## src/rtl/mux_sched_pkg.sv

```systemverilog
// mux_sched_pkg: shared sizes, state encoding and counter-width helper for the 8:1 mux scheduler
package mux_sched_pkg;
    localparam int NUM_REQ = 8;
    localparam int SEL_W = 3;
    typedef enum logic [1:0] {IDLE = 2'd0, GRANT = 2'd1, GAP = 2'd2} state_e;
    // Bits needed to count 0..n-1, never less than one
    function automatic int cnt_w(input int n);
        return (n <= 2) ? 1 : $clog2(n);
    endfunction
endpackage

```

## src/rtl/rr_priority_picker.sv

```systemverilog
// rr_priority_picker: combinational round-robin pick of the first request at or above the pointer
module rr_priority_picker
    import mux_sched_pkg::*;
(
    input  logic [NUM_REQ-1:0] req_i,
    input  logic [SEL_W-1:0]   ptr_i,
    output logic               valid_o,
    output logic [SEL_W-1:0]   idx_o
);
    logic [NUM_REQ-1:0] rot;
    logic [SEL_W-1:0]   off;
    // Rotate so the pointer lands on bit 0, then find the lowest set bit
    always_comb begin
        rot = '0;
        off = '0;
        for (int i = 0; i < NUM_REQ; i++) rot[i] = req_i[ptr_i + SEL_W'(i)];
        for (int i = NUM_REQ - 1; i >= 0; i--) if (rot[i]) off = SEL_W'(i);
    end
    assign valid_o = |req_i;
    assign idx_o = ptr_i + off;
endmodule

```

## src/rtl/mux_8_1_rr_scheduler.sv

```systemverilog
// mux_8_1_rr_scheduler: round-robin owner of a shared 8:1 mux with bounded bursts and turnaround gaps
module mux_8_1_rr_scheduler
    import mux_sched_pkg::*;
#(
    parameter int MAX_BURST  = 16,
    parameter int GAP_CYCLES = 1
) (
    input  logic               Clock_In,
    input  logic               Reset_In,
    input  logic [NUM_REQ-1:0] Request_In,
    output logic [NUM_REQ-1:0] Grant_Out,
    output logic [SEL_W-1:0]   Select_Out,
    output logic               Enable_Out,
    output logic               Grant_Done_Out,
    output logic               Busy_Out
);
    localparam int BW = cnt_w(MAX_BURST);
    localparam int GW = cnt_w(GAP_CYCLES);
    localparam logic [BW-1:0] BURST_LAST = BW'(MAX_BURST - 1);
    localparam logic [GW-1:0] GAP_LAST = GW'((GAP_CYCLES == 0) ? 0 : GAP_CYCLES - 1);

    state_e             state_q;
    logic [NUM_REQ-1:0] grant_q;
    logic [SEL_W-1:0]   sel_q;
    logic [SEL_W-1:0]   ptr_q;
    logic [BW-1:0]      burst_q;
    logic [GW-1:0]      gap_q;
    logic               en_q;
    logic               done_q;
    logic               busy_q;
    logic               pick_valid;
    logic [SEL_W-1:0]   pick_idx;

    rr_priority_picker u_picker (
        .req_i   (Request_In),
        .ptr_i   (ptr_q),
        .valid_o (pick_valid),
        .idx_o   (pick_idx)
    );

    // Scheduler FSM; every output is a register updated alongside the state
    always_ff @(posedge Clock_In or posedge Reset_In) begin
        if (Reset_In) begin
            state_q <= IDLE;
            grant_q <= '0;
            sel_q   <= '0;
            ptr_q   <= '0;
            burst_q <= '0;
            gap_q   <= '0;
            en_q    <= 1'b0;
            done_q  <= 1'b0;
            busy_q  <= 1'b0;
        end else begin
            done_q <= 1'b0;
            case (state_q)
                IDLE: if (pick_valid) begin
                    state_q <= GRANT;
                    grant_q <= NUM_REQ'(1) << pick_idx;
                    sel_q   <= pick_idx;
                    en_q    <= 1'b1;
                    busy_q  <= 1'b1;
                    burst_q <= '0;
                end
                GRANT: if (!Request_In[sel_q] || burst_q == BURST_LAST) begin
                    grant_q <= '0;
                    en_q    <= 1'b0;
                    done_q  <= 1'b1;
                    ptr_q   <= sel_q + 1'b1;
                    if (GAP_CYCLES > 0) begin
                        state_q <= GAP;
                        gap_q   <= '0;
                    end else begin
                        state_q <= IDLE;
                        busy_q  <= 1'b0;
                    end
                end else begin
                    burst_q <= burst_q + 1'b1;
                end
                GAP: if (gap_q == GAP_LAST) begin
                    state_q <= IDLE;
                    busy_q  <= 1'b0;
                end else begin
                    gap_q <= gap_q + 1'b1;
                end
                default: state_q <= IDLE;
            endcase
        end
    end

    assign Grant_Out      = grant_q;
    assign Select_Out     = sel_q;
    assign Enable_Out     = en_q;
    assign Grant_Done_Out = done_q;
    assign Busy_Out       = busy_q;
endmodule
```

## config.mk

```make
export PLATFORM = sky130hd
export DESIGN_NAME = mux_8_1_rr_scheduler
export DESIGN_NICKNAME = d
export VERILOG_FILES = /design/src/rtl/mux_sched_pkg.sv /design/src/rtl/rr_priority_picker.sv /design/src/rtl/mux_8_1_rr_scheduler.sv
export SDC_FILE = /design/constraint.sdc
export NUM_CORES = 1
export LEC_CHECK = 0
export CAP_MARGIN = 20
export CORE_MARGIN = 3
export CORE_UTILIZATION = 35
export DETAILED_ROUTE_END_ITERATION = 8
export PLACE_DENSITY = 0.65
export SYNTH_ARGS = -nofsm -noshare
export SYNTH_HDL_FRONTEND = slang
export SYNTH_SLANG_ARGS = --single-unit
```

## constraint.sdc

```tcl
create_clock -name Clock_In -period 10.4 [get_ports Clock_In]
set_input_delay 1.56 -clock Clock_In [delete_from_list [all_inputs] [get_ports Clock_In]]
set_output_delay 1.56 -clock Clock_In [all_outputs]
set_load 0.005 [all_outputs]
```

# == After elaboration in Yosys (flattened, before gate mapping) ==
# Cells that the tools add are included.
# word_totals
ff_bits,24
inputBits,10
out_inout_bits,14
wordCells,96
# op_classes
n_addsub,11
n_lt_le_gt_ge,9
n_eq_ne,7
n_shift,1
n_mux,45
reduce_logical,14
# ops
operator,count
"< comparator 3 x 4 -> 1 bit, second input constant",9
binary-select mux 1 bit (select 3 bit),9
2-to-1 mux 3 bit,8
2-to-1 mux 8 bit,2
case mux 8 bit (2 select lines),1
2-to-1 mux 1 bit,15
"adder 3 bit, second input constant",4
AND reduction 3 bit,4
2-to-1 mux 4 bit,2
"inequality test 2 bit, second input constant",4
case mux 4 bit (2 select lines),1
OR reduction 8 bit,1
"<< shifter 1 x 3 -> 8 bit, first input constant",1
"adder 3 x 1 -> 3 bit, second input constant",2
"adder 3 x 2 -> 3 bit, second input constant",2
2-to-1 mux 2 bit,3
case mux 1 bit (2 select lines),3
case mux 2 bit (3 select lines),1
AND reduction 2 bit,3
nonzero test 2 bit,3
"adder 4 x 1 -> 4 bit, second input constant",1
"== test 4 bit, second input constant",1
adder 3 bit,1
"== test 2 x 1 -> 1 bit, second input constant",1
other kinds (5),5

# == Longest topological paths before layout ==
# Gate-level depths: netlist (run 1).
# logic_depth
word_depth,15
depth_mapped,17
depth_no_buf,15

# == Cells and area by module ==
# From an unflattened synthesis (run 1), not the netlist that was laid out.
# hier_totals
cells_unflattened,168
area_unflattened_um2,1755.4
# modules_own_cells
module,instances,cells_per_inst,area_per_inst_um2,seq_area_each_um2
mux_8_1_rr_scheduler,1,102,1132.3,575.6
rr_priority_picker,1,66,623.1,0.0

# == Least setup slack after synthesis (run 1) ==
# OpenSTA, ideal clock, no wires.
# synth_timing
kind,input-to-reg
from,in Request_In[1]
to,"reg grant_q[6], in the netlist Grant_Out[6]"
setup_ps,69
t_arrival_ps,4151
required_time_ps,10331
path_slack_ps,6181
stages,13
n_path_buf,0
path_cell_list,mux4_1 -> mux2i_4 -> nand2b_1 -> a31o_2 -> a21oi_1 -> a2bb2oi_1 -> ha_1 -> inv_1 -> fa_1 -> or3_1 -> nor2_1 -> o21ai_0 -> nand3_1
# synth_via
elab_chain_cells,14
elab_cells_between_ends,36
classes_between,add/sub (1); eq/ne (2); shift (1); mux (28); reduce/logical (4)
# synth_lines
item,line,rtl
start: declaration,mux_8_1_rr_scheduler.sv:10,"input logic [NUM_REQ-1:0] Request_In,"
binary-select mux 1 bit (select 3 bit),rr_priority_picker.sv:16,for (int i = 0; i < NUM_REQ; i++) rot[i] = req_i[ptr_i + SEL_W'(i)];
2-to-1 mux 1 bit (implied by the code),rr_priority_picker.sv:16,
2-to-1 mux 3 bit (8 in a row),rr_priority_picker.sv:17,for (int i = NUM_REQ - 1; i >= 0; i--) if (rot[i]) off = SEL_W'(i);
adder 3 bit,rr_priority_picker.sv:20,assign idx_o = ptr_i + off;
<< shifter 1 x 3 -> 8 bit,mux_8_1_rr_scheduler.sv:58,grant_q <= NUM_REQ'(1) << pick_idx;
2-to-1 mux 8 bit,mux_8_1_rr_scheduler.sv:56,IDLE: if (pick_valid) begin
case mux 8 bit (2 select lines),mux_8_1_rr_scheduler.sv:55,case (state_q)
end signal: assignment,mux_8_1_rr_scheduler.sv:58,
end: declaration,mux_8_1_rr_scheduler.sv:23,logic [NUM_REQ-1:0] grant_q;
# Several ways; a longest one is shown, not always the timed one. The select of a mux whose other input is x is not followed.
# A chain may end at the register's enable or synchronous reset.

# == Final worst setup path (run 1) ==
# layout_timing
from,in Request_In[1]
to,"reg grant_q[2], in the netlist Grant_Out[2]"
# The elaborated chain is that of the path after synthesis.

==> Implementation_results.wiki, run 1 <==
{| class="wikitable"
! Metric !! Value
|-
| Core area || about 5200 µm²
|-
| Initial antenna violation count || 0
|-
| Leakage power figure || around 0.00090 µW
|-
| CTS-repair resized insts || 0
|-
| Routed wire length || 3820 µm
|-
| Status || completed
|-
| Clock Latency Late Sink || 260 ps
|-
| Worst-case clock skew || between 3 and 4 ps
|-
| Syn_area_per_cell || about 11 µm²
|-
| Worst R2R End || Grant_Out[2]
|-
| Max_slew headroom || 44.7%
|-
| Number of buffers and inverters on the critical path || 1
|-
| Logic gate share of total power || a little over 70%
|-
| Fraction of final layout cells sized beyond drive strength 1 || 12.5%
|-
| Cell chosen for the clock root || sky130_fd_sc_hd__clkbuf_8
|-
| Setup violators final || 0
|-
| Utilization after layout || 42.4%
|-
| Average wire per standard cell || around 14 µm
|-
| Critical path class || input pin to flop
|-
| Total of flip-flops plus latches after synthesis || 23
|-
| Switching power as a share of total power || 47.9%
|-
| Detail Placement HPWL || around 2900 µm
|-
| CP required || ~11000 ps
|-
| Warnings from Yosys || 0
|-
| Register-to-Register Setup Slack || roughly 5700 ps
|-
| PwrDens || between 300 and 400 nW/µm²
|-
| Number of cells on the worst reg-to-reg path || 12
|-
| Die footprint || approximately 6300 µm²
|-
| Clock tree from TritonCTS || built
|-
| Die height || approximately 80 µm
|-
| Setup TNS after final layout || 0 ps
|-
| Launch point of the critical path || Request_In[1]
|-
| Effective utilization at floorplan || a little under two fifths
|-
| Post-route cell area || 2190 µm²
|-
| Post-synth net total || between 150 and 200
|-
| Slowest CP cell || sky130_fd_sc_hd__nor2b_1
|-
| Final antenna diode count || 0
|-
| Site row count || 26
|-
| Detailed-routing iteration count for the pre-antenna-repair pass || 4
|-
| Psw || between 300 and 400 µW
|-
| Vias per cell || roughly 5.4
|-
| Setup slack after layout || between 5000 and 6000 ps
|-
| Number of distinct library cells after synthesis || between 40 and 50
|-
| Min-Delay Startpoint || Grant_Out[4]
|-
| Cell area reported after detailed placement || roughly 2100 µm²
|-
| Internal power || between 300 and 400 µW
|-
| Layout overhead on the synthesized area || 15.5%
|-
| Reg2reg start || ptr_q[0]
|-
| Cts bufs inserted || 3
|-
| Setup crit end kind || flop
|-
| Die X-Extent || about 80 µm
|-
| Unrepaired setup endpoints after global routing || no
|-
| Synthesized instance count || ~180
|-
| Setup bufs post-CTS || 0
|-
| Seq/Total Area, Yosys || between 30% and 40%
|-
| CTS HTree Levels || 1
|-
| CP Data Arrival Time || 5250 ps
|-
| Maximum fanout encountered on the critical timing path || 10
|-
| Worst-margin pin slew || between 800 and 900 ps
|-
| Gr ovfl total || 0
|-
| Final hold violation count || 0
|-
| Vias in the first global route || between 1k and 1.5k
|-
| Worst min-delay path endpoint || Grant_Out[4]
|-
| Total track usage || between 10% and 20%
|-
| Worst ir drop on vdd || roughly 0.00016 V
|-
| Longest Clk Path Bufs || 2
|-
| Largest net degree at the start of global routing || 24
|-
| Worst-case setup slack after placement || between 5000 and 6000 ps
|-
| Final #Nets || approximately 220
|-
| Register clock-pin slew on the reported worst setup and hold paths || 80 ps
|-
| Clk pwr share || under 10%
|-
| Remaining design rule violation count || 0
|-
| Portion of the clock cycle consumed by the worst path in the final layout || between 40% and 50%
|-
| Critical path, cell by cell || clkdlybuf4s50_1, mux4_1, mux2i_1, nor2b_1, nor2_1, a41oi_1, fa_1, or3_1, nor2_1, nand3_1, nand3_1
|-
| Clk sink count || 23
|-
| Count of hold buffers inserted by post-cts repair || 0
|-
| Number of design-rule violations left by the first detailed-router iteration || 93
|-
| Top Family by Delay on Critical Path || simple AND/OR/NAND/NOR gates
|-
| Hold-critical path depth || 2
|-
| Seq pwr share || between 20% and 30%
|-
| Number of nets with antenna violations after detailed routing || 0
|-
| DR vias || 1446
|-
| Number of port buffers || 23
|-
| Last weighted congestion value of the routability-driven placer || ~0.8
|-
| First-pass GRT wire length || just under 7000 µm
|-
| Min cycle time layout || 5050 ps
|-
| Boundary Pins || 24
|-
| Critical path launch point type || input pin
|-
| Max incr delay on CP || between 600 and 700 ps
|-
| Path category of the worst min-delay check || flop to flop
|-
| Max-slew violation count || 0
|-
| Achievable clock frequency || between 150 and 200 MHz
|-
| Cell Area, Synth || between 1500 and 2000 µm²
|-
| Max cap viols || 0
|}
[worst min-delay path, cell delays in order, from the launching register on]
cell and delay (ps):
sky130_fd_sc_hd__dfrtp_1 350, sky130_fd_sc_hd__nand2_1 50, sky130_fd_sc_hd__nand3_1 50
[cell families (layout without fill, tap and decap cells)]
group	after synthesis	after routing	share of synthesized area, %
flip-flops	23	23	30.3
adder cells (fa/ha/maj)	6	6	4.35
multiplexers	25	25	25.4
AO/OA/AOI/OAI	31	31	11.7
buffers and inverters	16	37	5.60
AND/OR/NAND/NOR	71	71	19.4
XOR/XNOR	7	7	3.23
[stage by stage]
step                hold slack [ps]  power (µW)  cells
finish                          482         766    270
global route                    539         852    270
CTS                             496         768    269
detailed placement              477         710    265
global placement                468         705    265
floorplan                       473         622    179
[worst max path at each step]
stage / cells after the start / end
after floorplan: 13 / Grant_Out[6]
after global placement: 11 / Grant_Out[2]
after detailed placement: 11 / Grant_Out[2]
after CTS: 11 / Grant_Out[2]
after global routing: 11 / Grant_Out[2]
final: 11 / Grant_Out[2]
[layout make-up]
cell class                      instances  area [µm²]
Clock buffer                            4        45.0
Fill cell                             501        2980
Inverter                                9        33.8
Multi-Input combinational cell        140        1220
Sequential cell                        23         576
Tap cell                               70        87.6
Timing Repair Buffer                   24         235
[per-layer routing]
metal	global-route usage, %	wire (µm)	vias up
met5	0	0	-
met4	1.72	8	0
met3	3.05	164	2
met2	21.1	1840	25
met1	19.2	1810	705
li1	-	-	714
[flip-flops by register name, indices dropped and copies added (netlist names)]
| register | flops |
|---|---|
| Busy_Out | 1 |
| ptr_q | 3 |
| Grant_Out | 8 |
| Select_Out | 3 |
| Grant_Done_Out | 1 |
| burst_q | 4 |
| Enable_Out | 1 |
| state_q | 2 |
[power groups by stage]
stage / clock, µW / combinational [µW] / sequential (µW)
finish: 54.7 / 546 / 166
global route: 61.5 / 618 / 173
CTS: 57.5 / 544 / 167
detailed placement: 0 / 542 / 169
global placement: 0 / 536 / 168
floorplan: 0 / 478 / 144
[cells in the mapped netlist (all sizes together)]
master,number,area [µm²]
a32o,1,10.0
xor2,4,35.0
and2,1,7.51
or2b,1,7.51
nor4,2,12.5
and3,2,12.5
nor2b,2,12.5
a21boi,2,18.8
buf,6,67.6
nand2b,2,12.5
or3,2,12.5
mux2i,9,115
xnor2,3,26.3
a31o,1,8.76
a21oi,5,25.0
nor3b,1,12.5
a31oi,1,12.5
fa,1,20.0
a41oi,1,8.76
nand4,3,25.0
o21ai,15,78.8
nand2,19,71.3
nor2,13,48.8
a2bb2oi,1,8.76
nand3,22,125
clkbuf,1,5.00
nand3b,1,7.51
inv,9,33.8
ha,5,62.6
a211oi,2,15.0
a211o,1,8.76
mux4,14,345
dfrtp,23,576
a32oi,1,27.5
mux2,2,22.5
[placed cells by master, fill, tap and decap left out, drive strengths merged]
master	netlist	routed
a32o	1	1
and3	2	2
xor2	4	4
nand2	19	19
a31oi	1	1
xnor2	3	3
clkbuf	1	5
nor2	13	13
a2bb2oi	1	1
mux2i	9	9
a211o	1	1
nand2b	2	2
or2b	1	1
inv	9	9
a32oi	1	1
a21boi	2	2
clkdlybuf4s50	0	23
a31o	1	1
nor4	2	2
ha	5	5
a41oi	1	1
and2	1	1
nand3	22	22
nor2b	2	2
mux2	2	2
a211oi	2	2
or3	2	2
dfrtp	23	23
fa	1	1
o21ai	15	15
a21oi	5	5
nand3b	1	1
nand4	3	3
nor3b	1	1
mux4	14	14
Note: power is estimated with default switching activity, not from simulation.
==> inputs of run 2 (changes only) <==
- PLACE_DENSITY: 0.65 -> 0.67
- clock period: 10.4 -> 4.53 ns (I/O delays scaled with it)
==> Implementation_results.wiki, run 2 (synthesis results as in run 1) <==
{| class="wikitable"
! Metric !! Value
|-
| Total track usage || 13.5% (+0.15 points)
|-
| Vias per cell || 5.41 (+0.93%)
|-
| Setup bufs post-CTS || 0 (unchanged)
|-
| Number of nets with antenna violations after detailed routing || 0 (unchanged)
|-
| Gr ovfl total || 0 (unchanged)
|-
| Setup TNS after final layout || 0 ps (unchanged)
|-
| Maximum fanout encountered on the critical timing path || 8 (-2)
|-
| Clk sink count || 23 (unchanged)
|-
| Top Family by Delay on Critical Path || multiplexers
|-
| CP required || 4740 ps (-5860 ps)
|-
| PwrDens || 806 nW/µm² (+130%)
|-
| CP Data Arrival Time || 4090 ps (-1160 ps)
|-
| Worst-case clock skew || 7.09 ps (+3.46 ps)
|-
| Slowest CP cell || sky130_fd_sc_hd__mux4_1
|-
| Setup violators final || 0 (unchanged)
|-
| Count of hold buffers inserted by post-cts repair || 0 (unchanged)
|-
| Max cap viols || 0 (unchanged)
|-
| Routed wire length || 3910 µm (+2.4%)
|-
| Number of design-rule violations left by the first detailed-router iteration || 49 (-47%)
|-
| Number of buffers and inverters on the critical path || 2 (+1)
|-
| Vias in the first global route || 1514 (+6.6%)
|-
| Critical path, cell by cell || clkdlybuf4s50_1, mux4_1, mux2i_4, nand2b_1, a31o_2, a21oi_1, a2bb2oi_1, ha_1, inv_1, fa_1, xnor2_1, and3_1, nand3_2, nand3_1
|-
| Layout overhead on the synthesized area || 17.3%
|-
| Number of flip-flops in the largest register || 8 (unchanged)
|-
| Max incr delay on CP || 600 ps (-50 ps)
|-
| DR vias || 1481 (+2.4%)
|-
| Final hold violation count || 0 (unchanged)
|-
| Last weighted congestion value of the routability-driven placer || 0.872 (+8.6%)
|-
| Fraction of final layout cells sized beyond drive strength 1 || 14.7% (+2.2 points)
|-
| Largest net degree at the start of global routing || 24 (unchanged)
|-
| Initial antenna violation count || 0 (unchanged)
|-
| CTS-repair resized insts || 0 (unchanged)
|-
| Longest Clk Path Bufs || 2 (unchanged)
|-
| Critical path launch point type || input pin
|-
| Portion of the clock cycle consumed by the worst path in the final layout || a little under nine tenths
|-
| Final antenna diode count || 0 (unchanged)
|-
| Status || completed
|-
| Most used cells in the layout excluding fill and tap cells || sky130_fd_sc_hd__dfrtp_1, sky130_fd_sc_hd__clkdlybuf4s50_1, sky130_fd_sc_hd__nand2_1, sky130_fd_sc_hd__nand3_1, sky130_fd_sc_hd__o21ai_0
|-
| Cell chosen for the clock root || sky130_fd_sc_hd__clkbuf_8
|-
| Path category of the worst min-delay check || flop to flop
|-
| Unrepaired setup endpoints after global routing || no
|-
| Max_slew headroom || 43.1% (-1.7 points)
|-
| Critical path class || input pin to flop
|-
| Remaining design rule violation count || 0 (unchanged)
|-
| Register clock-pin slew on the reported worst setup and hold paths || 90 ps (about the same)
|-
| Cts bufs inserted || 3 (unchanged)
|-
| Number of port buffers || 23 (unchanged)
|-
| Average wire per standard cell || 14.3 µm (+0.89%)
|-
| Number of cells after detailed placement || 270 (+1.9%)
|-
| Setup crit end kind || flop
|-
| Min cycle time layout || 3880 ps
|-
| Die X-Extent || 79.7 µm (unchanged)
|-
| Effective utilization at floorplan || 36.7% (unchanged)
|-
| Worst ir drop on vdd || 0.000302 V (+84%)
|-
| Die footprint || 6350 µm² (unchanged)
|-
| Detail Placement HPWL || 2990 µm (+2.9%)
|-
| First-pass GRT wire length || 7020 µm (+2.2%)
|-
| CTS HTree Levels || 1 (unchanged)
|-
| Count of non-filler cells in the finished layout || 274 (+1.5%)
|-
| Die height || 79.7 µm (unchanged)
|-
| Final #Nets || 221 (+1.8%)
|-
| Achievable clock frequency || 258 MHz
|-
| Core area || 5170 µm² (unchanged)
|-
| Site row count || 26 (unchanged)
|-
| Max-slew violation count || 0 (unchanged)
|-
| Worst-margin pin slew || 853 ps (+25.4 ps)
|-
| Clock Latency Late Sink || 270 ps (about the same)
|-
| Clock tree from TritonCTS || built
|-
| Boundary Pins || 24 (unchanged)
|-
| Detailed-routing iteration count for the pre-antenna-repair pass || 4 (unchanged)
|-
| Leakage power figure || 0.000922 µW (+2.5%)
|}
-- run 2: changes by cell type in the layout (fill, tap and decap cells not counted), sizes merged --
cell    delta
clkinv     +1
buf        +5
clkbuf     -2
-- run 2: tightest hold or removal path: stages, from the launching register on --
cell	delay [ps]
sky130_fd_sc_hd__dfrtp_1	350
sky130_fd_sc_hd__nand2_1	50
sky130_fd_sc_hd__nand3_1	60
-- run 2: power by group --
group	internal (µW)	leakage, µW	total (µW)	switching, µW
clock network	61.5	0.0000255	129	67.3
registers	275	0.000290	351	75.5
logic	611	0.000607	1320	707
total	947	0.000922	1800	850
-- run 2: worst paths after layout --
check / from / endpoint / slack (ps) / depth (start not counted)
hold reg to reg: Grant_Out[4] / Grant_Out[4] / 490 / 2
setup reg to reg: ptr_q[1] / Grant_Out[6] / 780 / 16
setup / recovery: Request_In[1] / Grant_Out[0] / 650 / 14
max in group asynchronous: Reset_In / burst_q[0] / 3120 / 2
min in group asynchronous: Reset_In / Grant_Out[1] / 880 / 2
hold / removal: Grant_Out[4] / Grant_Out[4] / 490 / 2
-- run 2: final cells by class --
cell class / instances / area [µm²]
timing repair buffer: 28 / 268
tap: 70 / 87.6
inverter: 9 / 33.8
multi-input combinational: 140 / 1220
clock buffer: 3 / 41.3
fill: 489 / 2940
clock inverter: 1 / 5.00
sequential: 23 / 576
-- run 2: per-layer routing --
layer,vias to the layer above,GRT usage [%],share of wire [%]
met3,5,2.93,3.7
met1,727,17.5,47
met4,0,2.58,0.49
li1,719,-,-
met2,30,23.3,49
met5,-,0,0
-- run 2: metrics by stage --
stage	utilization, %	power (µW)	area [µm²]	hold WS, ps	setup slack [ps]
5_1_grt	43.1	1980	2230	524	393
6_report	43.1	1800	2230	495	647
4_1_cts	43.1	1810	2230	501	679
3_3_place_gp	42.2	1660	2180	469	417
2_1_floorplan	-	1430	1900	473	810
3_5_place_dp	42.2	1680	2180	481	399
==> inputs of run 3 (changes only) <==
- CORE_ASPECT_RATIO: not set -> 0.5
==> Implementation_results.wiki, run 3 (synthesis results as in run 1) <==
{| class="wikitable"
! Metric !! Value
|-
| Status || completed
|-
| Average wire per standard cell || 15.2 µm (+6.7%)
|-
| Final antenna diode count || 0 (unchanged)
|-
| Initial antenna violation count || 0 (unchanged)
|-
| Leakage power figure || 0.000914 µW (-0.83%)
|-
| Sequential cell area || 576 µm² (unchanged)
|-
| CP required || 4740 ps (about the same)
|-
| Achievable clock frequency || 256 MHz (-0.61%)
|-
| Min cycle time layout || 3910 ps (+24.0 ps)
|-
| Cell chosen for the clock root || sky130_fd_sc_hd__clkbuf_8
|-
| Register clock-pin slew on the reported worst setup and hold paths || 80 ps (about the same)
|-
| CTS HTree Levels || 1 (unchanged)
|-
| Fraction of final layout cells sized beyond drive strength 1 || 13.8% (-0.91 points)
|-
| Critical path launch point type || input pin
|-
| Launch point of the critical path || Request_In[3]
|-
| Footprint of the multi-input gates || 1220 µm² (unchanged)
|-
| Setup crit end kind || flop
|-
| Core area || 5090 µm² (-1.6%)
|-
| DR vias || 1467 (-0.95%)
|-
| Detailed-routing iteration count for the pre-antenna-repair pass || 4 (unchanged)
|-
| Portion of the clock cycle consumed by the worst path in the final layout || 86.3% (+0.53 points)
|-
| Number of design-rule violations left by the first detailed-router iteration || 83 (+69%)
|-
| Number of cells after detailed placement || 269 (-0.37%)
|-
| Last weighted congestion value of the routability-driven placer || 0.844 (-3.3%)
|-
| Max-slew violation count || 0 (unchanged)
|-
| Worst R2R End || Grant_Out[6]
|-
| Gr ovfl total || 0 (unchanged)
|-
| Post-route cell area || 2220 µm² (-0.39%)
|-
| Clk pwr share || 7.0% (-0.2 points)
|-
| Unrepaired setup endpoints after global routing || no
|-
| Setup violators final || 0 (unchanged)
|-
| Path category of the worst min-delay check || flop to flop
|-
| Die footprint || 6400 µm² (+0.85%)
|-
| Worst ir drop on vdd || 0.000259 V (-14%)
|-
| Number of cells on the worst reg-to-reg path || 15 (-1)
|-
| Routed wire length || 4150 µm (+6.3%)
|-
| Effective utilization at floorplan || 37.3% (+0.60 points)
|-
| Clock Latency Late Sink || 270 ps (about the same)
|-
| CTS-repair resized insts || 0 (unchanged)
|-
| Number of port buffers || 23 (unchanged)
|-
| Worst-case clock skew || 2.20 ps (-4.89 ps)
|-
| Number of flip-flops in the largest register || 8 (unchanged)
|-
| Setup TNS after final layout || 0 ps (unchanged)
|-
| Maximum fanout encountered on the critical timing path || 8 (unchanged)
|-
| Most used cells in the layout excluding fill and tap cells || sky130_fd_sc_hd__dfrtp_1, sky130_fd_sc_hd__clkdlybuf4s50_1, sky130_fd_sc_hd__nand2_1, sky130_fd_sc_hd__nand3_1, sky130_fd_sc_hd__o21ai_0
|-
| CP Data Arrival Time || 4110 ps (+20 ps)
|-
| Boundary Pins || 24 (unchanged)
|-
| Largest net degree at the start of global routing || 24 (unchanged)
|-
| Cell area reported after detailed placement || 2170 µm² (-0.34%)
|-
| Remaining design rule violation count || 0 (unchanged)
|-
| Reg2reg start || ptr_q[1]
|-
| Seq pwr share || 19.0% (-0.5 points)
|-
| Detail Placement HPWL || 3180 µm (+6.3%)
|-
| Layout overhead on the synthesized area || 16.9%
|-
| First-pass GRT wire length || 7030 µm (about the same)
|-
| Switching power as a share of total power || 48.0% (+0.77 points)
|-
| Vias in the first global route || 1395 (-7.9%)
|-
| Number of fill cells || 512 (+4.7%)
|-
| Count of hold buffers inserted by post-cts repair || 0 (unchanged)
|-
| Total track usage || 14.1% (+0.61 points)
|-
| Setup slack after layout || 623 ps (-24.0 ps)
|-
| Longest Clk Path Bufs || 2 (unchanged)
|-
| Clk sink count || 23 (unchanged)
|-
| Setup bufs post-CTS || 0 (unchanged)
|-
| Clock tree from TritonCTS || built
|-
| Hold-critical path depth || 2 (unchanged)
|-
| Cts bufs inserted || 3 (unchanged)
|-
| Count of non-filler cells in the finished layout || 273 (-0.36%)
|-
| Max cap viols || 0 (unchanged)
|-
| Critical path class || input pin to flop
|-
| Number of nets with antenna violations after detailed routing || 0 (unchanged)
|-
| Internal power || 945 µW (-0.26%)
|-
| Vias per cell || 5.37 (-0.58%)
|-
| Final hold violation count || 0 (unchanged)
|-
| Termination of the worst setup path || Grant_Out[0]
|-
| Logic gate share of total power || 74.0% (+0.7 points)
|-
| Site row count || 18 (-31%)
|-
| Die height || 58.1 µm (-27%)
|-
| Final #Nets || 220 (-0.45%)
|-
| Worst-margin pin slew || 948 ps (+94.4 ps)
|-
| Worst-case setup slack after placement || 366 ps (-32.7 ps)
|-
| Max_slew headroom || 36.4% (-6.6 points)
|-
| Die X-Extent || 110 µm (+38%)
|-
| Register-to-Register Setup Slack || 670 ps (-110 ps)
|-
| Psw || 874 µW (+2.9%)
|-
| PwrDens || 819 nW/µm² (+1.6%)
|}
-- run 3: cell types whose count changed in the layout (fill, tap and decap cells not counted), sizes merged --
cell | before | now
buf | 5 | 4
clkbuf | 3 | 4
clkinv | 1 | 0
-- run 3: how the worst min path moves through the flow --
stage	startpoint	to
3_3_place_gp	Grant_Out[0]	Grant_Out[0]
3_5_place_dp	Grant_Out[4]	Grant_Out[4]
5_1_grt	Grant_Out[5]	Grant_Out[5]
4_1_cts	Grant_Out[4]	Grant_Out[4]
6_report	Grant_Out[4]	Grant_Out[4]
2_1_floorplan	Grant_Out[0]	Grant_Out[0]
-- run 3: area by class of cell --
| class | count | share of cell area [%] |
|---|---|---|
| Clock buffer | 4 | 2.03 |
| Multi-Input combinational cell | 140 | 54.8 |
| Timing Repair Buffer | 27 | 11.7 |
| Tap cell | 70 | 3.95 |
| Inverter | 9 | 1.52 |
| Sequential cell | 23 | 25.9 |
-- run 3: through the flow --
step | power, µW | hold WS (ps) | util [%]
after global placement | 1660 | 466 | 42.7
after global routing | 1990 | 518 | 43.6
after CTS | 1820 | 487 | 43.6
after floorplan | 1430 | 473 | -
after detailed placement | 1690 | 469 | 42.7
final | 1820 | 481 | 43.6
-- run 3: worst max-delay path, cell delays in order --
cell and delay, ps:
sky130_fd_sc_hd__clkdlybuf4s50_1 550, sky130_fd_sc_hd__mux4_1 590, sky130_fd_sc_hd__mux2i_4 220, sky130_fd_sc_hd__nand2b_1 80, sky130_fd_sc_hd__a31o_2 200, sky130_fd_sc_hd__a21oi_1 140
sky130_fd_sc_hd__a2bb2oi_1 190, sky130_fd_sc_hd__ha_1 160, sky130_fd_sc_hd__inv_1 50, sky130_fd_sc_hd__fa_1 410, sky130_fd_sc_hd__xor2_1 350, sky130_fd_sc_hd__and3_1 270
sky130_fd_sc_hd__o21ai_0 120, sky130_fd_sc_hd__nand3_1 100
-- run 3: power groups by stage --
stage          registers [µW]  logic, µW  clock network (µW)
2_1_floorplan             330       1100                   0
3_5_place_dp              352       1340                   0
5_1_grt                   359       1490                 139
6_report                  346       1350                 127
3_3_place_gp              350       1310                   0
4_1_cts                   347       1350                 130
-- run 3: metal layers --
layer,global-route usage (%),part of all wire (%),vias to the layer above
met4,5.26,1.5,0
li1,-,-,725
met3,1.67,2.6,4
met1,20.8,49,716
met2,21.6,47,22
met5,0,0,-
==> RTL edit: new RTL, config.mk and constraints of run 1 <==
The parameter `MAX_BURST` goes from 16 to 24.
--- a/src/rtl/mux_8_1_rr_scheduler.sv
+++ b/src/rtl/mux_8_1_rr_scheduler.sv
@@ -2,7 +2,7 @@
 module mux_8_1_rr_scheduler
     import mux_sched_pkg::*;
 #(
-    parameter int MAX_BURST  = 16,
+    parameter int MAX_BURST  = 24,
     parameter int GAP_CYCLES = 1
 ) (
     input  logic               Clock_In,
Function: no difference found for any inputs over 10 cycles, from zero or initial values and one cycle with Reset_In high; that may be too few to reach the edited logic, so the function may still have changed.
==> RTL edit against run 1 <==
  * Maximum frequency shrank 1.9%
  * Power rose by 0.42%
  * Sequential cell count grew 1
  * Worst setup slack worse by 0.097 ns
  * Critical path depth stayed put
  * Combinational power about the same
  * Wire length up 6.2%
  * Design area grew 2.1%
  * Synthesized area is 2.0% higher
  * Highest routed layer unchanged
==> RTL edit: results (changes against run 1) <==
metric	value	unit	change
worstHoldStart	Grant_Out[6]		
place_hpwl	3060	µm	+5.3%
rrSetupSlack	5.55	ns	-0.10 ns
hp-class	reg -> reg		
p_sw_share	48.5	%	+0.64 points
synth_nets	203		+4.1%
fill_cells	493		-1.6%
hold_end	Grant_Out[6]		
period_needed	5.15	ns	+0.0974 ns
maxCapViolCount	0		unchanged
yosysWarningCount	0		unchanged
drt-pass1-iter-count	5		+1
r2r_cells	12		unchanged
antenna_found_initial	0		unchanged
worstSetupPathType	in -> reg		
synthMuxAreaShare	24.9	%	-0.51 points
seqPwrFrac	22.2	%	+0.5 points
hold_ws	0.490	ns	+0.00790 ns
grt_max_degree	25		+4.2%
place_inst	273		+3.0%
endpoint	Grant_Out[6]		
clk_pin_slew	0.08	ns	about the same
pg_clk	54.1	µW	-1%
synth.distinct_cells	43		+4.9%
synthFlopType	dfrtp_1		
worst_ir_drop_vdd	230	µV	+40%
crit-reg2reg-launch	ptr_q[0]		
postSynthAreaPerCell	10.4	µm²	-2.3%
place.gp.congestion	0.772		-4.0%
fin_skew	0.00821	ns	+0.00459 ns
layout.nets	224		+3.2%
synth-xor-area-share	3.16	%	-0.065 points
yosysSeqAreaShare	31.0	%	+0.68 points
antenna_cells	0		unchanged
drt_iter0_markers	52		-44%
worstPathMaxFanout	10		unchanged
final_cells	276		+2.2%
cts_made_buffers	3		unchanged
max_slew_margin	41.6	%	-3.2 points
critPathLaunch	Request_In[1]		
first_global_vias	1440		+1.4%
viasPerCell	5.45		+1.7%
grt_pass1_wl	7020	µm	+2.1%
clock_path_buffers	2		unchanged
min_path_cells	2		unchanged
synth.top_cells.by_area	dfrtp_1 (31%), mux4_1 (11%), mux4_2 (7.0%), nand2_1 (5.0%), nand3_1 (4.6%)		
p_int	396	µW	-0.81%
worst_path_largest_cell_delay	0.70	ns	+0.05 ns
synth_compound_area_share	11.2	%	-0.49 points
outcome	complete, no violations		
slowest_stage	nor2b_1		
synth-adder-area-share	4.26	%	-0.087 points
leakagePower	0.915	nW	+1.7%
yosys-top-cells-count	nand2_1 (26), dfrtp_1 (24), nand3_1 (18), o21ai_0 (16), nor2_1 (13)		
grt_util_all_layers	13.5	%	+0.16 points
largest_register_ffs	8		unchanged
layout-drive-gt1-share	11.2	%	-1.3 points
final_area	2240	µm²	+2.1%
wl_per_cell	14.7	µm	+3.8%
dp_slack	5.03	ns	-0.0731 ns
RTL edit: cell count changes after synthesis, moves of 2 or more:
| cell | run 1 | this run |
|---|---|---|
| buf_2 | 0 | 2 |
| buf_6 | 6 | 3 |
| and3_1 | 2 | 0 |
| nand2_1 | 19 | 26 |
| o21ai_0 | 14 | 16 |
| nand4b_1 | 0 | 2 |
| a21oi_1 | 5 | 3 |
RTL edit: logic make-up (layout without fill, tap and decap cells):
kind of cell    after synthesis  count (layout)
compound gates               30              30
simple gates                 78              78
mux                          25              25
buf+inv                      17              36
xor+xnor                      7               7
flops                        24              24
fa+ha+maj                     6               6
RTL edit: metal layers:
layer	wire length, µm	GRT usage (%)
met2	1990	21.9
met3	160	1.91
met4	21	3.21
met5	0	0
met1	1880	19.1
RTL edit: layout make-up:
class,count,area share [%]
Inverter,10,1.68
Multi-Input combinational cell,146,55.5
Timing Repair Buffer,23,10.3
Sequential cell,24,26.8
Clock buffer,3,1.84
Tap cell,70,3.91
